File: src/rtl/ddr3_rw_sched.sv
// rtl/ddr3_rw_sched.sv - DDR3 user-port read/write command scheduler
//
// Purpose: arbitrates write bursts (drained from the write FIFO) and read
// bursts (filling the read FIFO) onto the single app_* command port,
// generates linear addresses inside programmable regions with ping-pong
// bank selection, and limits outstanding reads to the read FIFO space.
//
// Ports:
//   ui_clk, rst_n                      clock, async active-low reset
//   init_calib_complete                gates all command issue
//   app_rdy, app_wdf_rdy               command / write-data ready
//   app_rd_data_valid                  read beat returned
//   app_en, app_cmd, app_addr          command valid / opcode / {bank,addr}
//   app_wdf_wren, app_wdf_end          write data valid (also wfifo read)
//   rfifo_wren                         read FIFO write enable
//   app_addr_wr_min/max, _rd_min/max   region bounds, max exclusive
//   wr_bust_len, rd_bust_len           beats per burst (0 acts as 1)
//   wfifo_rcount, rfifo_wcount         FIFO fill levels
//   ddr3_read_valid, ddr3_pingpang_en  read enable, ping-pong enable
//   wr_load, rd_load                   region reload requests (levels)
//   wr_bank, rd_bank, sched_busy       status
module ddr3_rw_sched #(
  parameter int ADDR_STEP   = 8,
  parameter int RFIFO_DEPTH = 512,
  parameter int OUT_W       = 10
) (
  input  logic        ui_clk,
  input  logic        rst_n,
  input  logic        init_calib_complete,
  input  logic        app_rdy,
  input  logic        app_wdf_rdy,
  input  logic        app_rd_data_valid,
  output logic        app_en,
  output logic [2:0]  app_cmd,
  output logic [28:0] app_addr,
  output logic        app_wdf_wren,
  output logic        app_wdf_end,
  output logic        rfifo_wren,
  input  logic [27:0] app_addr_wr_min,
  input  logic [27:0] app_addr_wr_max,
  input  logic [27:0] app_addr_rd_min,
  input  logic [27:0] app_addr_rd_max,
  input  logic [7:0]  wr_bust_len,
  input  logic [7:0]  rd_bust_len,
  input  logic [9:0]  wfifo_rcount,
  input  logic [9:0]  rfifo_wcount,
  input  logic        ddr3_read_valid,
  input  logic        ddr3_pingpang_en,
  input  logic        wr_load,
  input  logic        rd_load,
  output logic        wr_bank,
  output logic        rd_bank,
  output logic        sched_busy
);

  typedef enum logic [1:0] {ST_INIT, ST_IDLE, ST_WRITE, ST_READ} state_t;

  state_t           state_q, state_d;
  logic [27:0]      wr_addr_q, wr_addr_d, rd_addr_q, rd_addr_d;
  logic             wr_bank_q, wr_bank_d, rd_bank_q, rd_bank_d;
  logic [7:0]       cnt_q, cnt_d;
  logic [OUT_W-1:0] outstanding_q, outstanding_d;
  logic             last_rd_q, last_rd_d;
  logic             wr_load_q, rd_load_q;
  logic             wr_pend_q, wr_pend_d, rd_pend_q, rd_pend_d;

  logic [7:0]  wr_len, rd_len;
  logic [11:0] rd_space;
  logic        wr_ok, rd_ok, wr_acc, rd_acc, apply_wr, apply_rd;
  logic [28:0] wr_next, rd_next;
  logic        wr_wrap, rd_wrap;
  logic [8:0]  cnt_inc;

  assign wr_len = (wr_bust_len == 8'd0) ? 8'd1 : wr_bust_len;
  assign rd_len = (rd_bust_len == 8'd0) ? 8'd1 : rd_bust_len;

  // 12-bit difference so a negative free-space result shows up in bit 11.
  assign rd_space = 12'(RFIFO_DEPTH) - {2'b00, rfifo_wcount} - 12'(outstanding_q);
  assign wr_ok    = {2'b00, wfifo_rcount} >= {4'h0, wr_len};
  assign rd_ok    = ddr3_read_valid && !rd_space[11] && (rd_space[10:0] >= {3'b000, rd_len});

  assign wr_acc = (state_q == ST_WRITE) && init_calib_complete && app_rdy && app_wdf_rdy;
  assign rd_acc = (state_q == ST_READ) && init_calib_complete && app_rdy;

  assign wr_next = {1'b0, wr_addr_q} + 29'(ADDR_STEP);
  assign rd_next = {1'b0, rd_addr_q} + 29'(ADDR_STEP);
  assign wr_wrap = wr_next >= {1'b0, app_addr_wr_max};
  assign rd_wrap = rd_next >= {1'b0, app_addr_rd_max};
  assign cnt_inc = {1'b0, cnt_q} + 9'd1;

  // Pending loads are only applied between bursts so a burst is never cut.
  assign apply_wr = wr_pend_q && (state_q == ST_IDLE);
  assign apply_rd = rd_pend_q && (state_q == ST_IDLE);

  always_comb begin
    state_d       = state_q;
    wr_addr_d     = wr_addr_q;
    rd_addr_d     = rd_addr_q;
    wr_bank_d     = wr_bank_q;
    rd_bank_d     = rd_bank_q;
    cnt_d         = cnt_q;
    last_rd_d     = last_rd_q;
    outstanding_d = outstanding_q;
    wr_pend_d     = (wr_pend_q && !apply_wr) || (wr_load && !wr_load_q);
    rd_pend_d     = (rd_pend_q && !apply_rd) || (rd_load && !rd_load_q);

    if (!init_calib_complete) begin
      state_d = ST_INIT;
      cnt_d   = 8'd0;
    end else begin
      case (state_q)
        ST_INIT: state_d = ST_IDLE;
        ST_IDLE: begin
          // Both eligible: alternate against the previous grant.
          if (wr_ok && (!rd_ok || last_rd_q)) begin
            state_d   = ST_WRITE;
            last_rd_d = 1'b0;
          end else if (rd_ok) begin
            state_d   = ST_READ;
            last_rd_d = 1'b1;
          end
        end
        ST_WRITE: begin
          if (wr_acc) begin
            cnt_d = cnt_inc[7:0];
            if (wr_wrap) begin
              wr_addr_d = app_addr_wr_min;
              wr_bank_d = ddr3_pingpang_en ? ~wr_bank_q : 1'b0;
            end else begin
              wr_addr_d = wr_next[27:0];
            end
            if (cnt_inc >= {1'b0, wr_len}) begin
              cnt_d   = 8'd0;
              state_d = ST_IDLE;
            end
          end
        end
        ST_READ: begin
          if (rd_acc) begin
            cnt_d = cnt_inc[7:0];
            if (rd_wrap) begin
              rd_addr_d = app_addr_rd_min;
              // Read into the bank opposite the one currently being written.
              rd_bank_d = ddr3_pingpang_en ? ~wr_bank_q : 1'b0;
            end else begin
              rd_addr_d = rd_next[27:0];
            end
            if (cnt_inc >= {1'b0, rd_len}) begin
              cnt_d   = 8'd0;
              state_d = ST_IDLE;
            end
          end
        end
        default: state_d = ST_INIT;
      endcase
    end

    if (apply_wr) begin
      wr_addr_d = app_addr_wr_min;
      wr_bank_d = 1'b0;
    end
    if (apply_rd) begin
      rd_addr_d = app_addr_rd_min;
      rd_bank_d = ddr3_pingpang_en;
    end

    if (rd_acc && !(app_rd_data_valid && outstanding_q != '0)) begin
      outstanding_d = outstanding_q + 1'b1;
    end else if (!rd_acc && app_rd_data_valid && outstanding_q != '0) begin
      outstanding_d = outstanding_q - 1'b1;
    end
  end

  always_ff @(posedge ui_clk or negedge rst_n) begin
    if (!rst_n) begin
      state_q       <= ST_INIT;
      wr_addr_q     <= 28'd0;
      rd_addr_q     <= 28'd0;
      wr_bank_q     <= 1'b0;
      rd_bank_q     <= 1'b0;
      cnt_q         <= 8'd0;
      last_rd_q     <= 1'b1;
      outstanding_q <= '0;
      wr_load_q     <= 1'b0;
      rd_load_q     <= 1'b0;
      wr_pend_q     <= 1'b0;
      rd_pend_q     <= 1'b0;
    end else begin
      state_q       <= state_d;
      wr_addr_q     <= wr_addr_d;
      rd_addr_q     <= rd_addr_d;
      wr_bank_q     <= wr_bank_d;
      rd_bank_q     <= rd_bank_d;
      cnt_q         <= cnt_d;
      last_rd_q     <= last_rd_d;
      outstanding_q <= outstanding_d;
      wr_load_q     <= wr_load;
      rd_load_q     <= rd_load;
      wr_pend_q     <= wr_pend_d;
      rd_pend_q     <= rd_pend_d;
    end
  end

  always_comb begin
    app_en       = init_calib_complete && ((state_q == ST_WRITE) || (state_q == ST_READ));
    app_wdf_wren = init_calib_complete && (state_q == ST_WRITE);
    app_wdf_end  = app_wdf_wren;
    app_cmd      = (state_q == ST_READ) ? 3'b001 : 3'b000;
    app_addr     = 29'd0;
    if (state_q == ST_WRITE) app_addr = {wr_bank_q, wr_addr_q};
    if (state_q == ST_READ)  app_addr = {rd_bank_q, rd_addr_q};
  end

  assign rfifo_wren = app_rd_data_valid;
  assign wr_bank    = wr_bank_q;
  assign rd_bank    = rd_bank_q;
  assign sched_busy = (state_q == ST_WRITE) || (state_q == ST_READ);

endmodule
File: config.mk
export PLATFORM = sky130hd
export DESIGN_NAME = ddr3_rw_sched
export DESIGN_NICKNAME = d
export VERILOG_FILES = /design/src/rtl/ddr3_rw_sched.sv
export SDC_FILE = /design/constraint.sdc
export NUM_CORES = 1
export LEC_CHECK = 0
export ABC_CLOCK_PERIOD_IN_PS = 5200
export BUFFER_PORTS_ARGS = -buffer_cell sky130_fd_sc_hd__buf_2
export CORE_MARGIN = 5
export CORE_UTILIZATION = 45
export DETAILED_ROUTE_END_ITERATION = 16
export GPL_ROUTABILITY_DRIVEN = 0
export PLACE_DENSITY = 0.68
export REMOVE_ABC_BUFFERS = 1
export SKIP_LAST_GASP = 1
export SLEW_MARGIN = 20
export SYNTH_ARGS = -nofsm -noshare
export SYNTH_HDL_FRONTEND = slang
export SYNTH_SLANG_ARGS = --single-unit
File: constraint.sdc
create_clock -name ui_clk -period 5.2 [get_ports ui_clk]
set_input_delay 1.04 -clock ui_clk [delete_from_list [all_inputs] [get_ports ui_clk]]
set_output_delay 1.04 -clock ui_clk [all_outputs]
set_load 0.1 [all_outputs]
## Yosys cells after proc, flatten, opt, wreduce, memory -nomap -nowiden

Index checks and enable logic that the tools add are counted.

- Equality and inequality tests: 9
- Add/subtract/negate cells: 7
- Reductions and logical operators: 52
- Magnitude comparators: 6
- Multiplexer cells: 44
- Bitwise gates (word level): 1

Operator list:

| operator | number |
|---|---|
| 28-bit 2-to-1 mux | 10 |
| 28-bit by 4-bit adder with 29-bit output (second input constant) | 2 |
| 29-bit by 28-bit >= comparator with 1-bit output | 2 |
| 29-bit 2-to-1 mux | 2 |
| 8-bit 2-to-1 mux | 7 |
| 10-bit 2-to-1 mux | 2 |
| 2-bit nonzero test | 10 |
| 1-bit logical AND | 19 |
| 9-bit by 8-bit >= comparator with 1-bit output | 2 |
| 8-bit logical NOT | 2 |
| 8-bit one-hot mux with 2 select lines | 1 |
| 1-bit 2-to-1 mux | 14 |
| 2-bit 2-to-1 mux | 7 |
| 3-bit != test (second input constant) | 4 |
| 3-bit AND reduction | 4 |
| 11-bit by 11-bit subtractor with 12-bit output | 1 |
| 11-bit by 8-bit >= comparator with 1-bit output | 1 |
| 10-bit by 10-bit subtractor with 11-bit output (first input constant) | 1 |
| 10-bit by 1-bit adder with 10-bit output (second input constant) | 1 |
| 10-bit by 8-bit >= comparator with 1-bit output | 1 |
| 10-bit nonzero test | 1 |
| 10-bit by 1-bit subtractor with 10-bit output (second input constant) | 1 |
| 8-bit by 1-bit adder with 9-bit output (second input constant) | 1 |
| 1-bit logical NOT | 8 |
| 10 further kinds | 15 |

- Register bits: 83
- Input port bits: 158
- Output and inout port bits: 39

## Longest topological paths before layout

Gate-level depths: netlist (run 1).

- Depth in word-level cells: 11
- Depth in mapped cells: 18
- Gate-level depth less buffers: 18

## Least setup slack after synthesis (run 1)

No wires, ideal clock.

- Path kind: input port to flip-flop
- Start point: input init_calib_complete
- End point: register outstanding_q[9]
- Data arrival time: 4274 ps
- Library setup time: 125 ps
- Cell stages on the path: 14
- Buffers on the path: 1
- Data required time: 5075 ps
- Setup slack: 801 ps
- Cells stage by stage: nand2_1 > inv_1 > nand3_1 > or2_2 > clkbuf_1 > ha_1 > a21o_1 > a21oi_1 > o21bai_1 > a21oi_1 > o21ai_0 > a2111oi_0 > nor3_1 > xnor2_1

- Word-level cells in the longest chain between the ends: 6
- Elaborated cells on any way between the ends: 8

Ends and longest elaborated chain:

| what | line | RTL |
|---|---|---|
| start, declared | 29 | `input logic init_calib_complete,` |
| 1-bit logical AND (*) (2 in a row) | 83 | `assign rd_acc = (state_q == ST_READ) && init_calib_complete && app_rdy;` |
| 1-bit logical NOT | 169 | `end else if (!rd_acc && app_rd_data_valid && outstanding_q != '0) begin` |
| 1-bit logical AND (2 in a row) | 169 |  |
| 2-bit nonzero test (no source line) | -- |  |
| end signal, assigned | 196 | `outstanding_q <= outstanding_d;` |
| end, declared | 62 | `logic [OUT_W-1:0] outstanding_q, outstanding_d;` |

Mark *: on every way between the ends. The rest lies on a longest branch, timed or not.
A chain may end at the register's enable or synchronous reset.

## Worst setup path in the final report (run 1)

- Start point: input rfifo_wcount[2]
- End point: register state_q[0]

- Word-level cells in the longest chain between the ends: 11
- Elaborated cells on any way between the ends: 14

Ends and longest elaborated chain:

| what | line | RTL |
|---|---|---|
| start, declared | 46 | `input logic [9:0] rfifo_wcount,` |
| 10-bit by 10-bit subtractor with 11-bit output (*) | 78 | `assign rd_space = 12'(RFIFO_DEPTH) - {2'b00, rfifo_wcount} - 12'(outstanding_q);` |
| 11-bit by 11-bit subtractor with 12-bit output (*) | 78 |  |
| branches (longest 2 deep; another with 11-bit by 8-bit >= comparator with 1-bit output) | -- |  |
| 1-bit logical AND (*) | 80 | `assign rd_ok = ddr3_read_valid && !rd_space[11] && (rd_space[10:0] >= {3'b000, rd_len});` |
| 1-bit logical NOT | 115 | `if (wr_ok && (!rd_ok \|\| last_rd_q)) begin` |
| 1-bit logical OR | 115 |  |
| 1-bit logical AND | 115 |  |
| 2-bit 2-to-1 mux | 115 |  |
| 2-bit one-hot mux with 4 select lines | 111 | `case (state_q)` |
| 2-bit 2-to-1 mux | 107 | `if (!init_calib_complete) begin` |
| end signal, assigned | 189 | `state_q <= state_d;` |
| end, declared | 58 | `state_t state_q, state_d;` |

Every way passes the cells marked *.

==> impl_metrics.tcl, run 1 <==
set metrics [dict create \
    status "complete, no violations" \
    numClockSinks 83 \
    track_usage_pct 23.8 \
    path_max_fanout 5 \
    tightest_slew_ns 1.03 \
    netlist_area_um2 9170 \
    postCtsHoldBufs 0 \
    avgSynthCellArea_um2 8.07 \
    dp_hpwl_um 22500 \
    cts.path.max_buffers 2 \
    clk_latency_ns 0.35 \
    cp_num_buf_inv 1 \
    core_area_um2 20200 \
    power_density_nw_per_um2 576 \
    drtIter0Drc 595 \
    report.final.slew_viol_count 0 \
    cts_tree "built" \
    fillers 1972 \
    synth_edf_count 0 \
    synth_common_cells "inv_1 (119), ha_1 (110), nand2_1 (102), dfrtp_1 (82), nor2_1 (70)" \
    synth_compound_area_share_pct 20.3 \
    start_util_pct 45.5 \
    fin_skew_ns 0.00963 \
    synthSimpleGateAreaFrac_pct 22.3 \
    synth_seq_area_share_pct 22.7 \
    setup_violations 0 \
    first_global_vias 8826 \
    cpPeakStageDelay_ns 0.37 \
    end_kind "flop" \
    layout.nets 1574 \
    grt_max_degree 53 \
    synth_seq_cells 83 \
    arrival_ns 4.55 \
    synth_top_family_by_area "simple AND/OR/NAND/NOR gates" \
    whs_ns 0.424 \
    area_growth_pct 16.7 \
    worstPathRequired_ns 5.43 \
    fin_crit_sh_pct 83.1 \
    met2_wirelength_um 13200 \
    grt_pass1_wl_um 45600 \
    synth_top_area_share_pct 22.4 \
    h-tree-depth 3 \
    worst_path_max_delay_cell "or3_1" \
    synth_fa_ha_area_share_pct 15.4 \
    wl_um 28400 \
    cap_violations 0 \
    ir_worst_vdd_mv 0.540 \
    dr.max_layer_used "met4" \
    wl_met1_um 12600 \
    io_buffers 194 \
    rsz0062_at_grt "false" \
    drt_first_pass_iters 5 \
    muxShareOfSynthArea_pct 4.48 \
    ys_types 78 \
    viasPerCell 5.74 \
    fp.dieH_um 153 \
    yosysTopAreaCell "dfrtp_1" \
    clk_pin_slew_ns 0.06 \
    hold_viol_final 0 \
    overflow 0 \
    ff_latch_area_um2 2080 \
    vias 9051 \
    ctsRootBufferMaster "clkbuf_16" \
    worstSetupPathType "in2reg" \
    num_io_pins 197 \
    cp-start-kind "primary input" \
    wire_per_inst_um 18.0 \
    drc 0 \
    ys.flop_type "dfrtp_1" \
    antenna_left 0 \
    met3_length_um 1950 \
    yosysMostFrequentCell "inv_1" \
    p_leak_nw 5.22 \
    antenna_cells 0 \
    syn_inst 1137 \
    synth-xor-area-share_pct 6.97 \
    critical_path.top_delay_family "compound AO/OA/AOI/OAI gates" \
    drive_gt1_share_pct 20.8 \
    dieArea_um2 23300 \
    cts_setup_buffers 0 \
    synth.area.top_cells "dfrtp_1 (22%), ha_1 (15%), inv_1 (4.9%)" \
    path_cells "buf_2 > nor2_1 > nand3_1 > or3_1 > and2_1 > ha_1 > nand3_1 > o22ai_1 > or2_2 > xor2_1 > ha_1 > a211o_1 > a41oi_1 > o221a_2 > a32o_1 > a21oi_1 > mux2i_1 > a221o_1" \
    cts_buffers 9 \
    fmax_mhz 231 \
    synthArstFlopShare_pct 100 \
    multiInputGateArea_um2 6400 \
    min_period_ns 4.32 \
    rows 52 \
    hold_class "reg2reg" \
    cts_resized 0 \
    die_x_um 153 \
    power_mw 6.16 \
    relSlewSlack_pct 31.4 \
    antenna_found_initial 0 \
    ys_warn_count 0 \
]
## metrics by stage
stage	instances	util (%)	TNS [ns]	area, um^2	worst slack [ns]
floorplan	1082	-	-23.93	8900	-1.12
global placement	1563	51.3	0	10400	0.697
detailed placement	1563	51.3	0	10400	0.571
CTS	1578	53.0	0	10700	0.913
global route	1578	53.1	0	10700	0.543
finish	1578	53.1	0	10700	0.879
## power by group
| group | switching, mW | internal [mW] |
|---|---|---|
| sequential | 0.427 | 0.921 |
| combinational | 2.59 | 1.47 |
| clock | 0.293 | 0.469 |
| total | 3.31 | 2.86 |
## final cells by class
class                      instances  area share (%)
clock buffer                       9            2.10
clock inverter                     6            1.06
inverter                         119            4.17
multi-input combinational        880            59.8
sequential                        83            19.4
tap                              270            3.16
timing repair buffer             211            10.3
## state kept, by name, indices dropped and copies added (netlist names)
name,flops
cnt_q,8
last_rd_q,1
outstanding_q,10
rd_addr_q,28
rd_bank,1
rd_load_q,1
rd_pend_q,1
state_q,2
wr_addr_q,28
wr_bank,1
wr_load_q,1
wr_pend_q,1
## routing by layer
metal	global-route usage, %	vias to the layer above
met5	0	-
met4	7.17	0
met3	3.69	39
met2	38.9	337
met1	32.5	4235
li1	-	4440
## placed cells by master (no fill, tap or decap), types with 14 or more instances in the layout
master and instances:
buf_2 193, inv_1 119, ha_1 110, nand2_1 102, dfrtp_1 81, nor2_1 70, nand3_1 55, a21oi_1 49
xnor2_1 49, nor3_1 38, o21ai_0 34, mux2i_1 32, nand4_1 27, a21o_1 26, xor2_1 24, buf_4 18
o31ai_1 16, a31oi_1 15, and3_1 14
## cells by family (layout without fill, tap and decap cells)
family	Yosys count	count (layout)
AND/OR/NAND/NOR	394	394
other	1	2
buffers and inverters	175	345
multiplexers	40	40
adder cells (fa/ha/maj)	112	112
AO/OA/AOI/OAI	259	259
flip-flops	83	83
XOR/XNOR	73	73
## final timing paths
| check | start | to | slack (ns) | cells past startpoint |
|---|---|---|---|---|
| worst min-delay path | rd_load_q | rd_pend_q | 0.42 | 1 |
| worst max register to register | rd_addr_q[3] | rd_addr_q[1] | 0.90 | 14 |
| worst max-delay path | rfifo_wcount[2] | state_q[0] | 0.88 | 18 |
| max in group asynchronous | rst_n | wr_addr_q[12] | 3.50 | 2 |
| worst min register to register | rd_load_q | rd_pend_q | 0.42 | 1 |
| min in group asynchronous | rst_n | outstanding_q[3] | 0.74 | 1 |
Note: power is estimated with default switching activity, not from simulation.
==> run 2: changes to the inputs <==
ABC_CLOCK_PERIOD_IN_PS = 3980   (was 5200)
clock period = 3.98 ns   (was 5.2 ns; I/O delays follow)
==> impl_metrics.tcl, run 2 (synthesis results as in run 1) <==
set metrics [dict create \
    path_cells "buf_2 > nor2_2 > nand3_1 > or3_1 > and2_1 > ha_4 > nand3_1 > o22ai_1 > or2_2 > xor2_1 > ha_1 > a211o_1 > a41oi_1 > o221a_2 > a32o_2 > a21o_1 > nor3_1 > a221o_1" \
    hold_viol_final 0 \
    hold_class "in2async" \
    drive_gt1_share_pct 26.1 \
    vias 9399 \
    r2r_setup_slack_ns 0.21 \
    layout.nets 1643 \
    io_buffers 194 \
    rows 52 \
    mostFrequentLayoutCells "buf_2 (193), inv_1 (118), ha_1 (106)" \
    start_util_pct 45.5 \
    critical_path.top_delay_family "compound AO/OA/AOI/OAI gates" \
    relSlewSlack_pct 45.2 \
    finalSetupTns_ns 0 \
    fmax_mhz 261 \
    rsz0062_at_grt "true" \
    drtIter0Drc 637 \
    antenna_found_initial 0 \
    num_io_pins 197 \
    p_leak_nw 5.57 \
    ir_worst_vdd_mv 0.883 \
    worstSetupPathType "in2reg" \
    end_kind "flop" \
    fin_skew_ns 0.00950 \
    whs_ns 0.421 \
    clk_pin_slew_ns 0.07 \
    path_max_fanout 4 \
    top_regs "rd_addr_q: 28 flops, wr_addr_q: 28 flops, outstanding_q: 10 flops" \
    setup_ws_ns 0.149 \
    status "complete, no violations" \
    min_period_ns 3.83 \
    track_usage_pct 24.4 \
    antenna_cells 0 \
    fp.dieH_um 153 \
    drc 0 \
    area_growth_pct 23.3 \
    drt_first_pass_iters 5 \
    cp-start-kind "primary input" \
    clk_latency_ns 0.36 \
    wire_per_inst_um 17.7 \
    wl_um 29200 \
    power_mw 8.41 \
    ctsRootBufferMaster "clkbuf_16" \
    viasPerCell 5.70 \
    cts_buffers 9 \
    report.final.slew_viol_count 0 \
    die_x_um 153 \
    crit_top_cell "nand3_1" \
    cts.path.max_buffers 2 \
    fin_crit_sh_pct 96.3 \
    worstPathRequired_ns 4.21 \
    cp_num_buf_inv 1 \
    arrival_ns 4.06 \
    pre_cts_ws_ns -0.321 \
    postCtsHoldBufs 0 \
    worst_path_max_delay_cell "a221o_1" \
    grt_pass1_wl_um 46700 \
    antenna_left 0 \
    cap_violations 0 \
    cts_tree "built" \
    h-tree-depth 3 \
    final_common_cell "buf_2" \
    fillers 1987 \
    setup_violations 0 \
    rr_startpoint "rd_addr_q[9]" \
    reg2regPathDepth 14 \
    dp_hpwl_um 23500 \
    cpPeakStageDelay_ns 0.36 \
    grt_max_degree 38 \
    overflow 0 \
    numClockSinks 83 \
    dieArea_um2 23300 \
    first_global_vias 9167 \
    core_area_um2 20200 \
    power_density_nw_per_um2 744 \
    regToRegEndpoint "rd_addr_q[2]" \
    tightest_slew_ns 0.822 \
]
run 2: cell type report:
type	instances	area (um^2)	area share [%]
flip-flops and latches	83	2080	18.4
multi-input cells	880	6450	57.1
well taps	270	338	2.99
clock inverters	6	90.1	0.797
inverters	119	447	3.95
repair buffers	280	1670	14.8
clock buffers	10	229	2.02
run 2: metal layers:
layer | track usage (%) | vias to the layer above | wire length (um)
met5 | 0 | - | 0
met4 | 7.76 | 0 | 808
met3 | 4.26 | 47 | 2160
met2 | 40.4 | 365 | 13600
met1 | 32.4 | 4409 | 12600
li1 | - | 4578 | -
run 2: per-stage QoR:
stage,instances,instance area [um^2],util [%]
floorplan,1082,8900,-
finish,1648,11300,56.1
CTS,1647,11200,55.7
detailed placement,1631,10900,54.1
global route,1648,11300,56.1
global placement,1631,10900,54.1
run 2: how the worst max path moves through the flow:
stage	startpoint	end	cells past startpoint
CTS	rfifo_wcount[0]	state_q[0]	18
finish	rfifo_wcount[2]	state_q[0]	18
global placement	rfifo_wcount[0]	state_q[0]	18
global route	rd_addr_q[4]	rd_addr_q[0]	15
floorplan	state_q[1]	wr_bank	5
detailed placement	rfifo_wcount[0]	state_q[0]	18
run 2: repair_timing:
| item | 4_1_cts | 5_1_grt |
|---|---|---|
| setup buffers | 0 | 1 |
| endpoints found under the setup margin | 0 | 39 |
| gates resized for setup | 0 | 21 |
run 2: where the power goes:
group / switching, mW / total [mW] / internal, mW
registers: 0.493 / 1.70 / 1.21
clock network: 0.386 / 0.938 / 0.552
logic: 3.54 / 5.78 / 2.24
total: 4.42 / 8.41 / 4.00
==> run 3: changes to the inputs <==
CAP_MARGIN = 20   (was unset)
PLACE_DENSITY = 0.78   (was 0.68)
==> impl_metrics.tcl, run 3 (synthesis results as in run 1) <==
set metrics [dict create \
    status "complete, no violations" \
    regToRegEndpoint "rd_addr_q[1]" \
    track_usage_pct 24.0 \
    setup_violations 0 \
    power_frac_clock_pct 10.4 \
    hold_end "wr_pend_q" \
    drive_gt1_share_pct 25.2 \
    dieArea_um2 23300 \
    final_common_cell "buf_2" \
    io_buffers 194 \
    tightest_slew_ns 0.875 \
    antenna_found_initial 1 \
    cap_violations 0 \
    sw_frac_of_total_pct 52.9 \
    drtIter0Drc 718 \
    hold_class "reg2reg" \
    comb_power_share_pct 69.2 \
    reg2regPathDepth 14 \
    ctsRootBufferMaster "clkbuf_16" \
    path_max_fanout 4 \
    cts_buffers 9 \
    finalSetupTns_ns 0 \
    hold_path_depth 1 \
    p_leak_nw 5.52 \
    worstSetupPathType "in2reg" \
    grt_pass1_wl_um 46400 \
    hold_viol_final 0 \
    fillers 1896 \
    rows 52 \
    seq_power_share_pct 20.3 \
    antenna_left 0 \
    p_int_mw 3.93 \
    numClockSinks 83 \
    core_area_um2 20200 \
    end_kind "flop" \
    fp.dieH_um 153 \
    mostFrequentLayoutCells "buf_2 (193), inv_1 (118), ha_1 (107)" \
    fin_skew_ns 0.00613 \
    worstPathRequired_ns 4.20 \
    cp-start-kind "primary input" \
    clk_pin_slew_ns 0.06 \
    die_x_um 153 \
    power_density_nw_per_um2 744 \
    min_period_ns 3.85 \
    cts.path.max_buffers 2 \
    fin_crit_sh_pct 96.7 \
    design_area_um2 11200 \
    report.final.slew_viol_count 0 \
    wl_um 28700 \
    whs_ns 0.436 \
    drc 0 \
    fmax_mhz 260 \
    overflow 0 \
    grt_max_degree 64 \
    start_util_pct 45.5 \
    num_io_pins 197 \
    netSwitchingPower_mw 4.41 \
    area_growth_pct 22.3 \
    vias 9537 \
    dp_hpwl_um 23100 \
    dpl_cell_area_um2 10800 \
    h-tree-depth 3 \
    r2r_setup_slack_ns 0.21 \
    fin_util_pct 55.6 \
    wire_per_inst_um 17.5 \
    arrival_ns 4.08 \
    drt_first_pass_iters 5 \
    layout.nets 1635 \
    viasPerCell 5.82 \
    hold_start "wr_load_q" \
    rsz0062_at_grt "true" \
    rr_startpoint "rd_addr_q[4]" \
    first_global_vias 9274 \
    ir_worst_vdd_mv 0.851 \
    top_regs "rd_addr_q: 28 flops, wr_addr_q: 28 flops, outstanding_q: 10 flops" \
    clk_latency_ns 0.35 \
    cts_tree "built" \
    relSlewSlack_pct 41.7 \
]
-- run 3: changes by cell type in the layout (fill, tap and decap cells not counted), sizes merged --
cell / delta
buf: -8
bufinv: -1
clkbuf: +3
clkinv: -2
clkinvlp: -1
diode: +1
-- run 3: final cells by class --
type / count / area, um^2 / area share [%]
Sequential cell: 83 / 2080 / 18.5
Multi-Input combinational cell: 880 / 6450 / 57.6
Timing Repair Buffer: 272 / 1600 / 14.2
Antenna cell: 1 / 2.50 / 0.0223
Inverter: 119 / 447 / 3.98
Clock inverter: 2 / 35.0 / 0.312
Clock buffer: 13 / 260 / 2.32
Tap cell: 270 / 338 / 3.01
-- run 3: worst max-delay path, stage by stage --
cell and delay, ns:
buf_2 0.11, inv_2 0.07, ha_2 0.20, nand2_2 0.06, xor2_1 0.15, ha_1 0.34, buf_4 0.16, a21oi_1 0.13
o22ai_1 0.11, or2_2 0.30, xor2_1 0.15, ha_1 0.21, a211o_1 0.24, a41oi_2 0.15, o221a_2 0.21, a32o_2 0.18
a21o_1 0.13, nor3_1 0.05, a221o_1 0.33
-- run 3: layer usage --
layer  wire (um)  global-route usage, %
met1       12000                   31.8
met2       13400                   39.3
met3        2360                   4.26
met4         891                   8.49
met5           0                      0
-- run 3: how the worst max path moves through the flow --
stage                               start    endpoint  slack [ns]  depth (start not counted)
after floorplan                state_q[1]     wr_bank       -2.34                          5
after global placement    rfifo_wcount[0]  state_q[0]       -0.23                         18
after detailed placement  rfifo_wcount[0]  state_q[0]       -0.34                         18
after CTS                 rfifo_wcount[0]  state_q[0]        0.02                         18
after global routing      rfifo_wcount[0]  state_q[0]       -0.05                         19
final                     rfifo_wcount[0]  state_q[0]        0.13                         19
-- run 3: power by group through the flow --
stage          logic (mW)  registers (mW)  clock network, mW
6_report             5.77            1.70              0.870
5_1_grt              6.31            1.74              0.921
4_1_cts              5.65            1.69              0.876
3_5_place_dp         5.62            1.70                  0
3_3_place_gp         5.46            1.69                  0
2_1_floorplan        3.90            1.73                  0
-- run 3: what timing repair did --
item / 4_1_cts / 5_1_grt
endpoints found under the hold margin: 0 / 0
hold buffers: 0 / 0
resized for setup: 0 / 15
setup endpoints to repair: 0 / 27
buffers inserted: 0 / 2
-- run 3: stage by stage --
step                      worst slack (ns)  cells  power [mW]
after global routing               -0.0512   1640        8.98
final                                0.130   1640        8.34
after global placement              -0.229   1622        7.14
after detailed placement            -0.337   1622        7.32
after floorplan                      -2.34   1082        5.63
after CTS                           0.0175   1637        8.22
